===== src/rtl/knn_pkg.sv =====
// Shared definitions for the k-nearest-neighbour classifier: controller state
// encoding and the class-count derivation used wherever TYPE_W appears.
package knn_pkg;

    typedef enum logic [1:0] {
        S_IDLE    = 2'd0,
        S_COLLECT = 2'd1,
        S_VOTE    = 2'd2,
        S_DONE    = 2'd3
    } knn_state_t;

    function automatic int num_types(input int type_w);
        return 1 << type_w;
    endfunction

endpackage


===== src/rtl/knn_sorted_list.sv =====
// K-deep list of {distance, label} kept in ascending distance order; one
// insertion per cycle, ties keep the earlier arrival ahead of the newcomer.
module knn_sorted_list
    import knn_pkg::*;
#(
    parameter int K      = 3,
    parameter int W      = 8,
    parameter int TYPE_W = 2
) (
    input  logic                       clk,
    input  logic                       rst,
    input  logic                       clear,
    input  logic                       insert,
    input  logic [2*W-1:0]             distance,
    input  logic [TYPE_W-1:0]          data_type,
    output logic [K-1:0][2*W-1:0]      entry_dist,
    output logic [K-1:0][TYPE_W-1:0]   entry_type,
    output logic [K-1:0]               entry_valid
);

    // Valid entries are always packed at the front, so this mask is
    // monotonic: zeros for slots that stay put, ones from the insert point on.
    logic [K-1:0] after;

    always_comb begin
        after = '0;
        for (int i = 0; i < K; i++) begin
            after[i] = !entry_valid[i] || (entry_dist[i] > distance);
        end
    end

    always_ff @(posedge clk) begin
        if (rst || clear) begin
            for (int i = 0; i < K; i++) begin
                entry_dist[i]  <= '1;
                entry_type[i]  <= '0;
                entry_valid[i] <= 1'b0;
            end
        end else if (insert) begin
            if (after[0]) begin
                entry_dist[0]  <= distance;
                entry_type[0]  <= data_type;
                entry_valid[0] <= 1'b1;
            end
            for (int i = 1; i < K; i++) begin
                if (after[i]) begin
                    if (!after[i-1]) begin
                        entry_dist[i]  <= distance;
                        entry_type[i]  <= data_type;
                        entry_valid[i] <= 1'b1;
                    end else begin
                        entry_dist[i]  <= entry_dist[i-1];
                        entry_type[i]  <= entry_type[i-1];
                        entry_valid[i] <= entry_valid[i-1];
                    end
                end
            end
        end
    end

endmodule


===== src/rtl/knn_selector.sv =====
// k-NN selector: collects N_TRAIN labelled distances, keeps the K nearest,
// then votes one class per cycle and reports the majority label.
module knn_selector
    import knn_pkg::*;
#(
    parameter int K       = 3,
    parameter int W       = 8,
    parameter int TYPE_W  = 2,
    parameter int N_TRAIN = 5
) (
    input  logic                                  clk,
    input  logic                                  rst,
    input  logic                                  start,
    input  logic [2*W-1:0]                        distance,
    input  logic [TYPE_W-1:0]                     data_type,
    input  logic                                  done,
    output logic                                  next_sample,
    output logic [TYPE_W-1:0]                     result_type,
    output logic                                  result_valid,
    output logic                                  busy,
    output knn_state_t                            state,
    output logic [$clog2(N_TRAIN+1)-1:0]          sample_count,
    output logic [K-1:0][2*W-1:0]                 entry_dist,
    output logic [K-1:0][TYPE_W-1:0]              entry_type,
    output logic [K-1:0]                          entry_valid
);

    localparam int NUM_TYPES = num_types(TYPE_W);
    localparam int CNT_W     = $clog2(N_TRAIN + 1);
    localparam int VOTE_W    = $clog2(K + 1);

    logic              list_clear;
    logic              list_insert;
    logic [TYPE_W-1:0] cls;
    logic [VOTE_W-1:0] vote_count;
    logic [VOTE_W-1:0] best_count;
    logic [TYPE_W-1:0] best_type;
    logic              last_cls;
    logic              new_best;

    // Handshake: start and done are single-cycle qualifiers sampled on the
    // rising edge; next_sample and result_valid are single-cycle registered
    // pulses. start wins over a coincident done while collecting.
    assign list_clear  = start && (state == S_IDLE || state == S_COLLECT);
    assign list_insert = done && !start && (state == S_COLLECT);
    assign busy        = (state != S_IDLE);

    knn_sorted_list #(
        .K      (K),
        .W      (W),
        .TYPE_W (TYPE_W)
    ) u_list (
        .clk         (clk),
        .rst         (rst),
        .clear       (list_clear),
        .insert      (list_insert),
        .distance    (distance),
        .data_type   (data_type),
        .entry_dist  (entry_dist),
        .entry_type  (entry_type),
        .entry_valid (entry_valid)
    );

    always_comb begin
        vote_count = '0;
        for (int i = 0; i < K; i++) begin
            if (entry_valid[i] && entry_type[i] == cls) begin
                vote_count = vote_count + VOTE_W'(1);
            end
        end
    end

    assign last_cls = (cls == TYPE_W'(NUM_TYPES - 1));
    // Strict comparison keeps the lowest class index on ties.
    assign new_best = (vote_count > best_count);

    always_ff @(posedge clk) begin
        if (rst) begin
            state        <= S_IDLE;
            sample_count <= '0;
            next_sample  <= 1'b0;
            result_valid <= 1'b0;
            result_type  <= '0;
            cls          <= '0;
            best_count   <= '0;
            best_type    <= '0;
        end else begin
            next_sample  <= 1'b0;
            result_valid <= 1'b0;
            case (state)
                S_IDLE: begin
                    if (start) begin
                        sample_count <= '0;
                        next_sample  <= 1'b1;
                        state        <= S_COLLECT;
                    end
                end
                S_COLLECT: begin
                    if (start) begin
                        sample_count <= '0;
                        next_sample  <= 1'b1;
                    end else if (done) begin
                        sample_count <= sample_count + CNT_W'(1);
                        if (sample_count == CNT_W'(N_TRAIN - 1)) begin
                            state      <= S_VOTE;
                            cls        <= '0;
                            best_count <= '0;
                            best_type  <= '0;
                        end else begin
                            next_sample <= 1'b1;
                        end
                    end
                end
                S_VOTE: begin
                    if (new_best) begin
                        best_count <= vote_count;
                        best_type  <= cls;
                    end
                    cls <= cls + TYPE_W'(1);
                    if (last_cls) begin
                        result_type  <= new_best ? cls : best_type;
                        result_valid <= 1'b1;
                        state        <= S_DONE;
                    end
                end
                S_DONE: begin
                    state <= S_IDLE;
                end
                default: begin
                    state <= S_IDLE;
                end
            endcase
        end
    end

endmodule


===== config.mk =====
export PLATFORM = sky130hd
export DESIGN_NAME = knn_selector
export DESIGN_NICKNAME = d
export VERILOG_FILES = /design/src/rtl/knn_pkg.sv /design/src/rtl/knn_sorted_list.sv /design/src/rtl/knn_selector.sv
export SDC_FILE = /design/constraint.sdc
export NUM_CORES = 1
export LEC_CHECK = 0
export BUFFER_PORTS_ARGS = -buffer_cell sky130_fd_sc_hd__buf_2
export CORE_UTILIZATION = 35
export DETAILED_ROUTE_END_ITERATION = 16
export GPL_TIMING_DRIVEN = 0
export MAX_ROUTING_LAYER = met4
export PLACE_DENSITY_LB_ADDON = 0.1
export SLEW_MARGIN = 20
export SYNTH_ARGS = -nofsm -noshare
export SYNTH_HDL_FRONTEND = slang
export SYNTH_SLANG_ARGS = --single-unit
export TNS_END_PERCENT = 100

===== constraint.sdc =====
create_clock -name clk -period 3.05 [get_ports clk]
set_clock_uncertainty 0.2 [all_clocks]
set_input_delay 0.1525 -clock clk [delete_from_list [all_inputs] [get_ports clk]]
set_output_delay 0.1525 -clock clk [all_outputs]
set_load 0.01 [all_outputs]

==> run_summary.xml <==
<?xml version="1.0" encoding="UTF-8"?>
<metrics>
  <group name="sta">
    <metric name="max_slew_margin" unit="%">57.1</metric>
    <metric name="fin_tns_setup" unit="ns">0</metric>
    <metric name="final-hold-violation-count" unit="">0</metric>
    <metric name="finalSetupViolations" unit="">0</metric>
    <metric name="finalWorstPathRequiredPeriod" unit="ns">2.98</metric>
    <metric name="final_max_slew_viol_count" unit="">0</metric>
    <metric name="worst_slew_pin_slew" unit="ns">0.644</metric>
    <metric name="setup_ws" unit="ns">0.0705</metric>
    <metric name="timing.fmax" unit="MHz">336</metric>
    <metric name="finalCritPeriodShare" unit="%">97.7</metric>
  </group>
  <group name="worst_setup_path">
    <metric name="crit_path_cell_trace" unit="">ha_1, nand2_1, or4_4, a21oi_4, nor4b_4, o21ai_2, buf_4, buf_6, mux2_2, o22a_1</metric>
    <metric name="path_class" unit="">flop to flop</metric>
    <metric name="cp-start-kind" unit="">flop</metric>
    <metric name="worst_path_largest_cell_delay" unit="ns">0.59</metric>
    <metric name="ff2ff_path_depth" unit="">10</metric>
    <metric name="critical_path.max_fanout" unit="">5</metric>
    <metric name="crit_path_top_delay_cell" unit="">or4_4</metric>
    <metric name="cp_data_arrival_time" unit="ns">3.01</metric>
    <metric name="cp_data_required_time" unit="ns">3.09</metric>
    <metric name="timing.critical_path.to_type" unit="">flop</metric>
  </group>
  <group name="floorplanning">
    <metric name="floorplan.io_pins" unit="">89</metric>
    <metric name="die-width" unit="µm">113</metric>
    <metric name="core_region_area" unit="µm²">12000</metric>
    <metric name="initial_utilization" unit="%">36.0</metric>
    <metric name="design.die.area" unit="µm²">12800</metric>
    <metric name="core.rowCount" unit="">40</metric>
    <metric name="die_height" unit="µm">113</metric>
  </group>
  <group name="power_and_ir_drop">
    <metric name="clkPwrFrac" unit="%">37.4</metric>
    <metric name="p_sw" unit="mW">0.994</metric>
    <metric name="power" unit="mW">2.98</metric>
    <metric name="p_int" unit="mW">1.98</metric>
    <metric name="netSwitchingFraction" unit="%">33.4</metric>
    <metric name="seq_power_share" unit="%">35.3</metric>
    <metric name="ir_worst_vdd" unit="mV">0.255</metric>
    <metric name="comb_power_share" unit="%">27.4</metric>
    <metric name="p_per_area" unit="nW/µm²">515</metric>
    <metric name="leakagePower" unit="nW">2.56</metric>
  </group>
  <group name="layout">
    <metric name="drive_gt1_share" unit="%">25.5</metric>
    <metric name="final_cell_mix" unit="">91 x buf_2, 70 x dfxtp_1, 53 x ha_1, 43 x nand2_1, 42 x nor2_1</metric>
    <metric name="finalNetCount" unit="">696</metric>
    <metric name="most_frequent_standard_cell_in_the_layout_excluding_fill_and_tap_cells" unit="">buf_2</metric>
    <metric name="antenna_cells" unit="">0</metric>
    <metric name="final_core_utilization" unit="%">48.2</metric>
    <metric name="area.growth.synth_to_final" unit="%">33.7</metric>
    <metric name="final_cells" unit="">767</metric>
  </group>
  <group name="route">
    <metric name="finalWirelength" unit="µm">13400</metric>
    <metric name="routed_vias" unit="">4054</metric>
    <metric name="drc_errors" unit="">0</metric>
    <metric name="wire_per_inst" unit="µm">17.4</metric>
    <metric name="number_of_nets_still_failing_antenna_checks_after_routing" unit="">0</metric>
    <metric name="initial_drc_count" unit="">197</metric>
    <metric name="detailedRoute.firstPassIterationCount" unit="">4</metric>
    <metric name="vias_per_cell" unit="">5.29</metric>
  </group>
  <group name="min_path">
    <metric name="worst_hold_path_type" unit="">input port to flop</metric>
    <metric name="worst_hold_path.num_cells" unit="">4</metric>
  </group>
  <group name="yosys">
    <metric name="syn_inst" unit="">479</metric>
    <metric name="synth-seq-cells" unit="">72</metric>
    <metric name="async_s_r_ff_share_synth" unit="%">0</metric>
    <metric name="yosysWarningCount" unit="">0</metric>
    <metric name="ys_seq_area_share" unit="%">33.3</metric>
    <metric name="postSynthAreaPerCell" unit="µm²">9.04</metric>
    <metric name="synth.net_count" unit="">560</metric>
    <metric name="summed_instance_area_of_the_synthesized_netlist" unit="µm²">4330</metric>
    <metric name="synth_edf_count" unit="">0</metric>
    <metric name="synth_flop_type" unit="">dfxtp_1</metric>
    <metric name="synth_cell_type_count" unit="">48</metric>
  </group>
  <group name="global_route">
    <metric name="gr-usage-all-layers" unit="%">22.7</metric>
    <metric name="grt_max_degree" unit="">13</metric>
    <metric name="number_of_global_route_vias_before_repair" unit="">4049</metric>
    <metric name="wire_length_of_the_first_global_routing_pass" unit="µm">21500</metric>
    <metric name="grt_overflow_total" unit="">0</metric>
    <metric name="antenna_violations_before_repair" unit="">0</metric>
  </group>
  <group name="place">
    <metric name="placement_stage_worst_setup_slack" unit="ns">-0.368</metric>
    <metric name="place_inst" unit="">714</metric>
    <metric name="gp_congestion" unit="">0.842</metric>
    <metric name="hpwlAfterDp" unit="µm">9510</metric>
    <metric name="port_buffers" unit="">88</metric>
  </group>
  <group name="clocking">
    <metric name="worst_setup_hold_path_clk_slew" unit="ns">0.06</metric>
    <metric name="ctsRootBufferMaster" unit="">clkbuf_16</metric>
    <metric name="cts_buffers" unit="">9</metric>
    <metric name="clk-insertion-delay-late" unit="ns">0.34</metric>
    <metric name="clock_sinks" unit="">72</metric>
    <metric name="cts.path.max_buffers" unit="">2</metric>
    <metric name="htreeDepth" unit="">3</metric>
    <metric name="cts_tree" unit="">done</metric>
  </group>
  <group name="run">
    <metric name="maxCapViolCount" unit="">0</metric>
  </group>
  <group name="outcome">
    <metric name="run_status" unit="">completed</metric>
  </group>
</metrics>
[kinds of logic after synthesis]
logic type | synth area share [%]
simple gates | 14.1
compound gates | 19.1
flops | 33.3
fa+ha+maj | 17.1
buf+inv | 5.38
mux | 9.25
xor+xnor | 1.82
[worst max-delay path: cells and delay by family, from the launching register on]
family                     cells  cell delay, ns
AOI/OAI and AO/OA              3            0.62
adders and majority gates      1            0.30
buffers and inverters          2            0.30
DFF                            1            0.34
muxes                          1            0.34
and+or+nand+nor                3            0.78
[layout make-up]
class	count	area [µm²]
buffer	22	143
clock buffer	11	253
clock inverter	5	55.1
fill	1199	6220
inverter	30	113
multi-input combinational	355	2800
sequential	72	1440
tap	147	184
timing repair buffer	125	798
[synth_stat cells, types with 2 or more instances]
master / number / area share, %
nand2_1: 43 / 3.7
buf_6: 3 / 0.78
and3_1: 4 / 0.58
nand4b_1: 2 / 0.40
nor4b_1: 2 / 0.40
buf_4: 3 / 0.52
mux2_2: 15 / 3.9
nand2b_1: 3 / 0.43
dfxtp_1: 72 / 33
nor2b_1: 5 / 0.72
nor2_1: 42 / 3.6
buf_2: 3 / 0.35
nand3_1: 7 / 0.81
mux2i_1: 22 / 5.1
a211oi_1: 2 / 0.35
o22a_1: 16 / 3.2
o211ai_1: 18 / 3.1
a21boi_0: 2 / 0.35
ha_1: 59 / 17
a21o_1: 5 / 0.87
nor4_1: 2 / 0.29
a211o_1: 2 / 0.40
a311oi_1: 3 / 0.61
clkbuf_1: 13 / 1.1
inv_1: 30 / 2.6
nand4_1: 6 / 0.87
xnor2_1: 8 / 1.6
a22oi_1: 20 / 3.5
nor3_1: 5 / 0.58
o21ai_0: 12 / 1.4
a21oi_1: 33 / 3.8
[through the flow]
| step | cell area [µm²] | hold slack [ns] |
|---|---|---|
| 4_1_cts | 5650 | 0.0125 |
| 3_5_place_dp | 4950 | 0.224 |
| 2_1_floorplan | 4330 | 0.0246 |
| 3_3_place_gp | 4950 | 0.216 |
| 5_1_grt | 5790 | 0.0437 |
| 6_report | 5790 | 0.0217 |
[power groups by stage]
stage                     combinational, mW  clock, mW  sequential (mW)
after global placement                0.738          0             1.07
final                                 0.816       1.11             1.05
after global routing                  0.918       1.17             1.06
after floorplan                       0.494          0             1.08
after detailed placement              0.754          0             1.07
after CTS                             0.798       1.13             1.05
[per-layer routing]
metal | track usage (%) | up-vias | part of all wire (%)
li1 | - | 2015 | -
met4 | 7.72 | 0 | 1.2
met3 | 3.80 | 13 | 4.0
met2 | 36.4 | 97 | 47
met1 | 28.8 | 1929 | 48
met5 | - | - | 0
[registers in the layout (all words and copies together) (netlist names)]
signal,flops
best_count,2
next_sample,1
best_type,2
u_list.entry_dist,48
u_list.entry_valid,3
result_valid,1
sample_count,3
state,2
result_type,2
cls,2
u_list.entry_type,6
[final timing paths]
| path | startpoint | endpoint | slack [ns] |
|---|---|---|---|
| max | u_list.entry_dist[25] | u_list.entry_dist[41] | 0.07 |
| min | done | next_sample | 0.02 |
| max reg2reg | u_list.entry_dist[25] | u_list.entry_dist[41] | 0.07 |
| min reg2reg | sample_count[1] | sample_count[1] | 0.30 |
[what timing repair did]
action	4_1_cts	5_1_grt
gates cloned	1	0
setup endpoints to repair	30	50
resized for setup	10	27
buffers inserted	2	2
hold buffers	32	0
pin swaps	2	5
hold endpoints to repair	48	0
Power figures use the tool's default switching activity.
